<file path="src/rtl/maestro_hci_width_arbiter.sv">
// Width-mode arbiter sharing one HWPE interconnect between a wide and a narrow initiator.
// Drains outstanding reads before every width switch so r_valid never crosses lane maps.
module maestro_hci_width_arbiter #(
    parameter int unsigned MAX_BURST       = 16,
    parameter int unsigned MAX_OUTSTANDING = 4,
    parameter bit          RESET_WIDE      = 1'b1,
    localparam int unsigned OW = $clog2(MAX_OUTSTANDING + 1),
    localparam int unsigned BW = $clog2(MAX_BURST + 1)
) (
    input  logic          clk_i,
    input  logic          rst_ni,
    input  logic          clear_i,
    input  logic          wide_req_i,
    input  logic          narrow_req_i,
    output logic          wide_gnt_o,
    output logic          narrow_gnt_o,
    output logic          wide_rvalid_o,
    output logic          narrow_rvalid_o,
    output logic          ic_req_o,
    input  logic          ic_gnt_i,
    input  logic          ic_rvalid_i,
    output logic          sel_o,
    output logic          busy_o,
    output logic [OW-1:0] outstanding_o
);

    typedef enum logic [1:0] {
        S_WIDE,
        S_NARROW,
        S_DRAIN_TO_WIDE,
        S_DRAIN_TO_NARROW
    } state_e;

    localparam state_e RESET_STATE = RESET_WIDE ? S_WIDE : S_NARROW;

    state_e         r_state;
    state_e         w_state_next;
    logic           r_sel;
    logic           r_owner;
    logic [OW-1:0]  r_out;
    logic [OW-1:0]  w_out_next;
    logic [BW-1:0]  r_burst;
    logic           w_sw;
    logic           w_req;
    logic           w_hs;
    logic           w_rv;
    logic           w_full;
    logic           w_bsat;
    logic           w_enter;

    assign w_full = (r_out == OW'(MAX_OUTSTANDING));
    assign w_bsat = (r_burst == BW'(MAX_BURST));

    always_comb begin
        w_sw  = 1'b0;
        w_req = 1'b0;
        unique case (r_state)
            S_WIDE: begin
                w_sw  = narrow_req_i & (~wide_req_i | w_bsat);
                w_req = wide_req_i & ~w_sw & ~w_full;
            end
            S_NARROW: begin
                w_sw  = wide_req_i & (~narrow_req_i | w_bsat);
                w_req = narrow_req_i & ~w_sw & ~w_full;
            end
            default: ;
        endcase
    end

    assign w_hs = w_req & ic_gnt_i;
    // r_valid with nothing in flight is dropped and never underflows the counter
    assign w_rv = ic_rvalid_i & (r_out != '0);

    always_comb begin
        w_out_next = r_out;
        unique case ({w_hs, w_rv})
            2'b10:   w_out_next = r_out + OW'(1);
            2'b01:   w_out_next = r_out - OW'(1);
            default: w_out_next = r_out;
        endcase
    end

    always_comb begin
        w_state_next = r_state;
        unique case (r_state)
            S_WIDE:            if (w_sw) w_state_next = S_DRAIN_TO_NARROW;
            S_NARROW:          if (w_sw) w_state_next = S_DRAIN_TO_WIDE;
            S_DRAIN_TO_WIDE:   if (w_out_next == '0) w_state_next = S_WIDE;
            S_DRAIN_TO_NARROW: if (w_out_next == '0) w_state_next = S_NARROW;
            default:           w_state_next = RESET_STATE;
        endcase
    end

    assign w_enter = busy_o & (w_state_next != r_state);

    always_ff @(posedge clk_i or negedge rst_ni) begin
        if (!rst_ni) begin
            r_state <= RESET_STATE;
            r_sel   <= RESET_WIDE;
            r_owner <= RESET_WIDE;
            r_out   <= '0;
            r_burst <= '0;
        end else if (clear_i) begin
            r_state <= RESET_STATE;
            r_sel   <= RESET_WIDE;
            r_owner <= RESET_WIDE;
            r_out   <= '0;
            r_burst <= '0;
        end else begin
            r_state <= w_state_next;
            r_out   <= w_out_next;
            if (w_hs) r_owner <= r_sel;
            if (w_enter) begin
                r_burst <= '0;
                r_sel   <= (w_state_next == S_WIDE);
            end else if (w_hs && !w_bsat) begin
                r_burst <= r_burst + BW'(1);
            end
        end
    end

    assign ic_req_o        = w_req;
    assign wide_gnt_o      = (r_state == S_WIDE) & w_hs;
    assign narrow_gnt_o    = (r_state == S_NARROW) & w_hs;
    assign wide_rvalid_o   = w_rv & r_owner;
    assign narrow_rvalid_o = w_rv & ~r_owner;
    assign sel_o           = r_sel;
    assign busy_o          = (r_state == S_DRAIN_TO_WIDE) |
                             (r_state == S_DRAIN_TO_NARROW);
    assign outstanding_o   = r_out;

`ifndef SYNTHESIS
    always_ff @(posedge clk_i) begin
        if (rst_ni && !clear_i) begin
            assert (!(ic_rvalid_i && r_out == '0))
            else $warning("stray r_valid with nothing outstanding ignored");
        end
    end
`endif

endmodule
</file>
<file path="config.mk">
export PLATFORM = sky130hd
export DESIGN_NAME = maestro_hci_width_arbiter
export DESIGN_NICKNAME = d
export VERILOG_FILES = /design/src/rtl/maestro_hci_width_arbiter.sv
export SDC_FILE = /design/constraint.sdc
export NUM_CORES = 1
export LEC_CHECK = 0
export CORE_MARGIN = 1
export CORE_UTILIZATION = 50
export DETAILED_ROUTE_END_ITERATION = 8
export PLACE_DENSITY = 0.8
export SYNTH_ARGS = -nofsm -noshare
export SYNTH_HDL_FRONTEND = slang
export SYNTH_SLANG_ARGS = --single-unit
</file>
<file path="constraint.sdc">
create_clock -name clk_i -period 3.3 [get_ports clk_i]
set_input_delay 0.66 -clock clk_i [delete_from_list [all_inputs] [get_ports clk_i]]
set_output_delay 0.66 -clock clk_i [all_outputs]
set_load 0.02 [all_outputs]
</file>
After elaboration in Yosys (flattened, before gate mapping)
Index checks and enable logic that the tools add are counted.
{"block": "classes", "n_reduce_logical": 9, "muxes": 17, "addsub": 3, "n_eq_ne": 8, "bitwise": 22}
{"operator": "2-to-1 mux 5 bit", "count": 3}
{"operator": "AND 1 bit", "count": 13}
{"operator": "2-to-1 mux 2 bit", "count": 5}
{"operator": "one-hot mux 2 bit (4 select lines)", "count": 1}
{"operator": "== test 2 bit (second input constant)", "count": 3}
{"operator": "NOT 1 bit", "count": 6}
{"operator": "one-hot mux 3 bit (2 select lines)", "count": 1}
{"operator": "nonzero test 3 bit", "count": 2}
{"operator": "adder 5 x 1 -> 5 bit (second input constant)", "count": 1}
{"operator": "== test 5 bit (second input constant)", "count": 1}
{"operator": "== test 2 x 1 -> 1 bit (second input constant)", "count": 2}
{"operator": "logical NOT 2 bit", "count": 2}
{"operator": "2-to-1 mux 1 bit", "count": 4}
{"operator": "one-hot mux 1 bit (2 select lines)", "count": 2}
{"operator": "nonzero test 2 bit", "count": 2}
{"operator": "adder 3 x 1 -> 3 bit (second input constant)", "count": 1}
{"operator": "== test 3 bit (second input constant)", "count": 1}
{"operator": "logical NOT 3 bit", "count": 1}
{"operator": "2-to-1 mux 3 bit", "count": 1}
{"operator": "bitwise OR 1 bit", "count": 3}
{"operator": "subtractor 3 x 1 -> 3 bit (second input constant)", "count": 1}
{"operator": "inequality test 2 bit", "count": 1}
{"operator": "logical AND 1 bit", "count": 1}
{"operator": "logical NOT 1 bit", "count": 1}
{"block": "word_totals", "wordCells": 64, "input_bits": 7, "out_inout_bits": 10, "ff_bits": 12}

Longest topological paths before layout
Gate-level depths: netlist of run 1.
{"block": "logic_depth", "word_depth": 17, "depth_mapped": 12, "depth_no_buf": 12}

Least setup slack after synthesis of run 1
OpenSTA, ideal clock, no wires.
{"block": "synth_timing", "kind": "flip-flop to flip-flop", "start": "register r_burst[0]", "end": "register r_burst[0]", "path_stages_with_launch": 13, "synth_period_minus_slack_ns": 2.803, "required_time_ns": 3.181, "t_arrival_ns": 2.684, "n_path_buf": 0, "setup_slack_ns": 0.497, "path_cell_list": "dfrtp_1 -> inv_1 -> ha_1 -> nand4bb_1 -> o211ai_1 -> a21o_1 -> ha_1 -> inv_1 -> fa_1 -> xor2_1 -> a22o_2 -> o21bai_4 -> o21ba_1"}
{"block": "synth_between", "elab_chain_cells": 17}
{"element": "start: declaration", "line_no": "42", "text": "logic [BW-1:0] r_burst;"}
{"element": "start signal: assignment", "line_no": "117", "text": "r_burst <= r_burst + BW'(1);"}
{"element": "== test 5 bit", "line_no": "52", "text": "assign w_bsat = (r_burst == BW'(MAX_BURST));"}
{"element": "bitwise OR 1 bit, on equally long branches", "line_no": "63, 59"}
{"element": "AND 1 bit, on equally long branches", "line_no": "63, 59"}
{"element": "NOT 1 bit, on equally long branches", "line_no": "64, 60"}
{"element": "AND 1 bit, on equally long branches (2 in a row)", "line_no": "64, 60"}
{"element": "one-hot mux 1 bit (2 select lines)", "line_no": "57", "text": "unique case (r_state)"}
{"element": "AND 1 bit", "line_no": "70", "text": "assign w_hs = w_req & ic_gnt_i;"}
{"element": "== test 2 x 1 -> 1 bit / == test 2 bit (equally long branches)", "line_no": "76", "text": "unique case ({w_hs, w_rv})"}
{"element": "one-hot mux 3 bit (2 select lines)", "line_no": "76"}
{"element": "logical NOT 3 bit", "line_no": "88, 89"}
{"element": "2-to-1 mux 2 bit, on equally long branches", "line_no": "89, 88"}
{"element": "one-hot mux 2 bit (4 select lines)", "line_no": "85", "text": "unique case (r_state)"}
{"element": "inequality test 2 bit", "line_no": "94", "text": "assign w_enter = busy_o & (w_state_next != r_state);"}
{"element": "AND 1 bit", "line_no": "94"}
{"element": "2-to-1 mux 5 bit", "line_no": "113", "text": "if (w_enter) begin"}
{"element": "2-to-1 mux 5 bit", "line_no": "103", "text": "end else if (clear_i) begin"}
Several ways; a longest one is shown, not always the timed one. The select of a mux whose other input is x is not followed.
A chain may end at the register's enable or synchronous reset.

Final worst setup path of run 1
Same ends and word-level chain as after synthesis.

==> results of run 1 <==
## cells in the mapped netlist (all sizes together), types with 4 or more instances
master	count	area share (%)
a21oi	4	2.3
dfrtp	10	28
inv	8	3.4
nor2	7	3.0
nor2b	5	3.5
o21ai	6	3.4
## registers in the layout, indices dropped and copies added (netlist names)
signal         count
sel_o              1
r_state            2
r_owner            1
outstanding_o      3
r_burst            5
## cells in the final DEF, fill, tap and decap left out, types with 3 or more instances in the layout
cell | synthesis | layout
clkdlybuf4s50_1 | 0 | 14
dfrtp_1 | 10 | 10
inv_1 | 7 | 7
nor2_1 | 7 | 7
o21ai_0 | 6 | 6
nor2b_1 | 5 | 5
buf_4 | 1 | 5
a21oi_1 | 4 | 4
nor3_1 | 3 | 3
nand3_1 | 3 | 3
a211oi_1 | 3 | 3
nand2_1 | 3 | 3
mux2i_1 | 3 | 3
ha_1 | 3 | 3
clkbuf_4 | 0 | 3
## critical path, delay by kind of cell (launching register included)
family | cells | cell delay [ps]
flops | 1 | 440
buf+inv | 2 | 140
xor+xnor | 1 | 350
simple gates | 1 | 290
fa+ha+maj | 3 | 720
compound gates | 5 | 1080
## cell type report
cell class | count | area [um^2] | share of cell area [%]
Tap cell | 16 | 20.0 | 1.75
Clock buffer | 4 | 36.3 | 3.18
Timing Repair Buffer | 21 | 203 | 17.7
Inverter | 8 | 30.0 | 2.63
Multi-Input combinational cell | 72 | 551 | 48.2
Sequential cell | 12 | 303 | 26.5
## power groups by stage
stage          clock network, W  logic (W)  registers (W)
6_report               0.000120   0.000379       0.000213
4_1_cts                0.000121   0.000367       0.000210
2_1_floorplan                 0   0.000232       0.000218
3_3_place_gp                  0   0.000352       0.000209
5_1_grt                0.000128   0.000409       0.000217
3_5_place_dp                  0   0.000359       0.000211
## cell families (layout without fill, tap and decap cells)
kind of cell	Yosys count	in the layout	synth area share [%]
adders and majority gates	4	4	6.49
muxes	4	4	4.65
buffers and inverters	12	33	5.50
AOI/OAI and AO/OA	27	27	24.3
xor gates and xnor gates	2	2	1.97
DFF	12	12	34.1
and+or+nand+nor	35	35	23.0
## path summary, 6_finish.rpt
path                            start    endpoint  slack, ps  cells past startpoint
min                             sel_o       sel_o        540                      1
max in group asynchronous      rst_ni  r_state[0]       2170                      1
max                        r_burst[0]  r_burst[0]        200                     12
min reg2reg                     sel_o       sel_o        540                      1
max reg2reg                r_burst[0]  r_burst[0]        200                     12
min in group asynchronous      rst_ni  r_burst[0]        750                      1
## through the flow
step                      util (%)  cell area, um^2  worst slack [ps]
after global placement        68.9             1090              79.4
final                         72.5             1140               202
after global routing          72.5             1140              55.5
after CTS                     71.2             1120              54.7
after floorplan                  -              887               497
after detailed placement      68.9             1090              17.0
## timing repair
| item | 4_1_cts | 5_1_grt |
|---|---|---|
| hold buffers | 0 | 0 |
| setup endpoints to repair | 0 | 6 |
| gates resized for setup | 0 | 4 |
## routing by layer
layer | up-vias | GRT usage, % | part of all wire [%]
met1 | 400 | 31.1 | 45
met2 | 22 | 43.2 | 49
met3 | 4 | 4.08 | 5.2
met5 | - | 0 | 0
met4 | 0 | 9.09 | 0.85
li1 | 391 | - | -
==> impl_metrics.yaml, run 1 <==
outcome:
  status: "finished with violations"
  violations: "DRC"
flow_run:
  cap_viol_max_count: 0
clock_tree:
  cts_made_buffers: 3
  ctsLongestPathBuffers: 2
  cts_root_buf: "clkbuf_4"
  tritoncts: "done"
  htree_levels: 1
  clk_latency_ps: 270
  cts.clk_slew.worst_paths_ps: 80
  post-cts-setup-buffers: 0
  cts.sinks: 12
synth:
  yosys_warnings: 0
  syn_nets: 107
  synthCells: 96
  netlist_area_um2: 887
  ys_seq_elements: 12
  synth_top_flop_cell: "dfrtp_1"
  synth.avg_cell_area_um2: 9.24
  synth.distinct_cells: 42
  ys_async_sr_fraction_pct: 100
  ys_seq_area_share_pct: 34.1
  synth-edff-count: 0
placement:
  gp_congestion: 0.801
  dpl.hpwl_mm: 1.56
  numPlacedInstances: 129
  portBuffers: 16
die:
  initial_core_util_pct: 56.3
  dieWidth_um: 44.1
  dieArea_mm2: 0.00195
  die_h_um: 44.1
  core_area_mm2: 0.00158
  io-pin-count: 17
  rows: 14
detailed_routing:
  drt-initial-drc-count: 9
  viasPerCell: 6.14
  wire_per_inst_um: 16.8
  dr_total_vias: 817
  drtAntennaViolNets: 0
  drc_errors: 1
  dr.pass1.iters: 8
  finalWirelength_mm: 2.23
global_routing:
  grtUsageTotal_pct: 24.9
  grt_max_degree: 13
  first_global_vias: 779
  antenna_found_initial: 0
  grt_pass1_wl_mm: 3.54
  grt-ovfl-total: 0
setup_path:
  critPathKind: "flop to flop"
  critPathCaptureType: "flop"
  critPathRequiredTime_ps: 3510
  critical_path.startpoint_type: "flop"
  crit_arrival_ps: 3310
  path_max_fanout: 6
  path_cells: "inv_1 > ha_1 > nor4bb_2 > a211o_1 > a21o_1 > ha_1 > inv_1 > fa_1 > xor2_1 > a22o_2 > o21bai_4 > o21ba_1"
  crit_slowest_cell: "dfrtp_1"
  cpPeakStageDelay_ps: 440
sta:
  rsz0062_at_grt: "no"
  min_period_over_period_pct: 93.9
  hold_ws_ps: 545
  worstMarginPinSlew_ps: 702
  fin_skew_ps: 4.12
  slew_viol_final: 0
  hold_violations: 0
  period_needed_ps: 3100
  fmax_mhz: 323
  setup_violations: 0
  maxSlewHeadroom_pct: 52.6
  setup_tns_ps: 0
pwr:
  clkPwrFrac_pct: 16.9
  p_int_w: 0.000412
  peakVddDrop_v: 0.000535
  leakage_nw: 0.508
  power.switching_fraction_pct: 42.0
  p_sw_w: 0.000299
  pwr-share-comb_pct: 53.2
  p_total_w: 0.000711
  pwr_density_cell_mw_per_mm2: 623
  p_seq_share_pct: 29.9
final_layout:
  insertedDiodeCount: 0
  syn_to_final_growth_pct: 28.8
  drive_gt1_share_pct: 15.4
  fin_nets: 129
  fillers: 120
  finalNonFillerCells: 133
min_path:
  min_path_type: "flop to flop"
(Power assumes the default switching activity.)
==> run 2: changes to the inputs <==
CTS_CLUSTER_DIAMETER = 100   (was default)
==> results of run 2 <==
No change in the layout: final DEF, timing and power equal those of run 1.
==> run 3: changes to the inputs <==
--- a/config.mk
+++ b/config.mk
@@ -7,2 +7,3 @@
 export LEC_CHECK = 0
+export CAP_MARGIN = 20
 export CORE_MARGIN = 1
--- a/constraint.sdc
+++ b/constraint.sdc
@@ -3,2 +3,2 @@
 set_output_delay 0.66 -clock clk_i [all_outputs]
-set_load 0.02 [all_outputs]
+set_load 0.1 [all_outputs]
==> run 3 against run 2 <==
  * The flow now finishes without violations
  * Sequential power is essentially flat
  * Via count grew 0.24%
  * Clock power grew 3%
  * Largest cell class unchanged
  * Largest power group unchanged
==> impl_metrics.yaml, run 3 (synthesis results as in run 1) <==
min_path:
  min_path_cells: 1
  min_from: "sel_o"
  hold_end: "sel_o"
  min_path_type: "flop to flop"
detailed_routing:
  wire_per_inst_um: 17.1
  dr.pass1.iters: 6
  dr_total_vias: 819
  viasPerCell: 6.16
  drtAntennaViolNets: 0
  drt-initial-drc-count: 33
  finalWirelength_mm: 2.27
  drc_errors: 0
flow_run:
  cap_viol_max_count: 0
final_layout:
  layout_common_cells: "12 x buf_4, 10 x dfrtp_1, 7 x inv_1, 7 x nor2_1, 6 x clkdlybuf4s50_1"
  fin_nets: 129
  top_register: "r_burst"
  largest_reg_flops: 5
  insertedDiodeCount: 0
  drive_gt1_share_pct: 27.4
  final_common_cell: "buf_4"
  fillers: 97
  syn_to_final_growth_pct: 34.4
sta:
  setup_tns_ps: 0
  worstMarginPinSlew_ps: 616
  min_period_over_period_pct: 96.5
  slew_viol_final: 0
  maxSlewHeadroom_pct: 58.4
  hold_ws_ps: 546
  fmax_mhz: 314
  fin_skew_ps: 7.64
  hold_violations: 0
  period_needed_ps: 3180
  setup_violations: 0
setup_path:
  cp_num_buf_inv: 2
  regToRegSetupSlack_ps: 120
  path_cells: "inv_1 > ha_1 > nor4bb_4 > a211o_1 > a21o_1 > ha_1 > inv_1 > fa_1 > xor2_2 > a22o_2 > o21bai_4 > o21ba_1"
  cp_top_family: "compound AO/OA/AOI/OAI gates"
  cpPeakStageDelay_ps: 430
  rr_startpoint: "r_burst[0]"
  path_max_fanout: 6
  critPathRequiredTime_ps: 3480
  reg2reg_depth: 12
  critPathKind: "flop to flop"
  r2r_end: "r_burst[0]"
  critical_path.startpoint_type: "flop"
  crit_arrival_ps: 3360
  crit_start: "r_burst[0]"
  crit_slowest_cell: "dfrtp_1"
  critPathCaptureType: "flop"
die:
  io-pin-count: 17
  rows: 14
  dieArea_mm2: 0.00195
  core_area_mm2: 0.00158
  die_h_um: 44.1
  initial_core_util_pct: 56.3
  dieWidth_um: 44.1
placement:
  gp_congestion: 0.819
  portBuffers: 16
  dpl.hpwl_mm: 1.68
global_routing:
  grt-ovfl-total: 0
  grt_max_degree: 13
  antenna_found_initial: 0
  first_global_vias: 809
  grtUsageTotal_pct: 27.8
  grt_pass1_wl_mm: 3.80
clock_tree:
  ctsLongestPathBuffers: 2
  cts.clk_slew.worst_paths_ps: 80
  htree_levels: 1
  tritoncts: "done"
  post-cts-setup-buffers: 0
  postCtsHoldBufs: 0
  post_cts_resized: 0
  cts_made_buffers: 3
  cts.sinks: 12
  clk_latency_ps: 290
  cts_root_buf: "clkbuf_4"
pwr:
  leakage_nw: 0.506
  pwr_density_cell_mw_per_mm2: 768
  p_total_w: 0.000916
  peakVddDrop_v: 0.000971
outcome:
  status: "finished, final reports clean"
run 3: cell count changes in the layout (fill, tap and decap cells not counted), sizes merged:
cell | previous run | this run
buf | 5 | 15
clkdlybuf4s50 | 14 | 6
dlymetal6s2s | 2 | 0
run 3: stage by stage:
| stage | setup WS (ps) | instances | utilization (%) | instance area, um^2 |
|---|---|---|---|---|
| after global routing | -3.71 | 133 | 75.6 | 1190 |
| after global placement | 137 | 129 | 70.3 | 1110 |
| after CTS | 9.78 | 133 | 72.6 | 1140 |
| after detailed placement | -25.3 | 129 | 70.3 | 1110 |
| final | 117 | 133 | 75.6 | 1190 |
| after floorplan | -52.4 | 96 | - | 897 |
run 3: cell type report:
class / count / area [um^2] / area share (%)
clock buffer: 4 / 36.3 / 3.04
timing repair buffer: 21 / 210 / 17.6
inverter: 8 / 30.0 / 2.52
sequential: 12 / 303 / 25.4
tap: 16 / 20.0 / 1.68
multi-input combinational: 72 / 593 / 49.7
run 3: worst max-delay path by stage:
stage,slack [ps],to,cells past startpoint
detailed placement,-30,r_burst[3],11
floorplan,-50,narrow_gnt_o,4
CTS,10,r_burst[3],12
global route,-4,r_burst[3],12
finish,120,r_burst[0],12
global placement,140,r_burst[0],11
run 3: power breakdown:
group | switching, W | internal (W)
Clock | 0.0000565 | 0.0000673
Sequential | 0.0000408 | 0.000172
Combinational | 0.000397 | 0.000182
run 3: routing by layer:
metal,part of all wire [%],vias to the layer above,GRT usage [%]
met5,0,-,0
met4,2.4,0,15.8
met3,5.1,7,4.08
met2,50,24,45.0
met1,42,396,35.6
li1,-,392,-
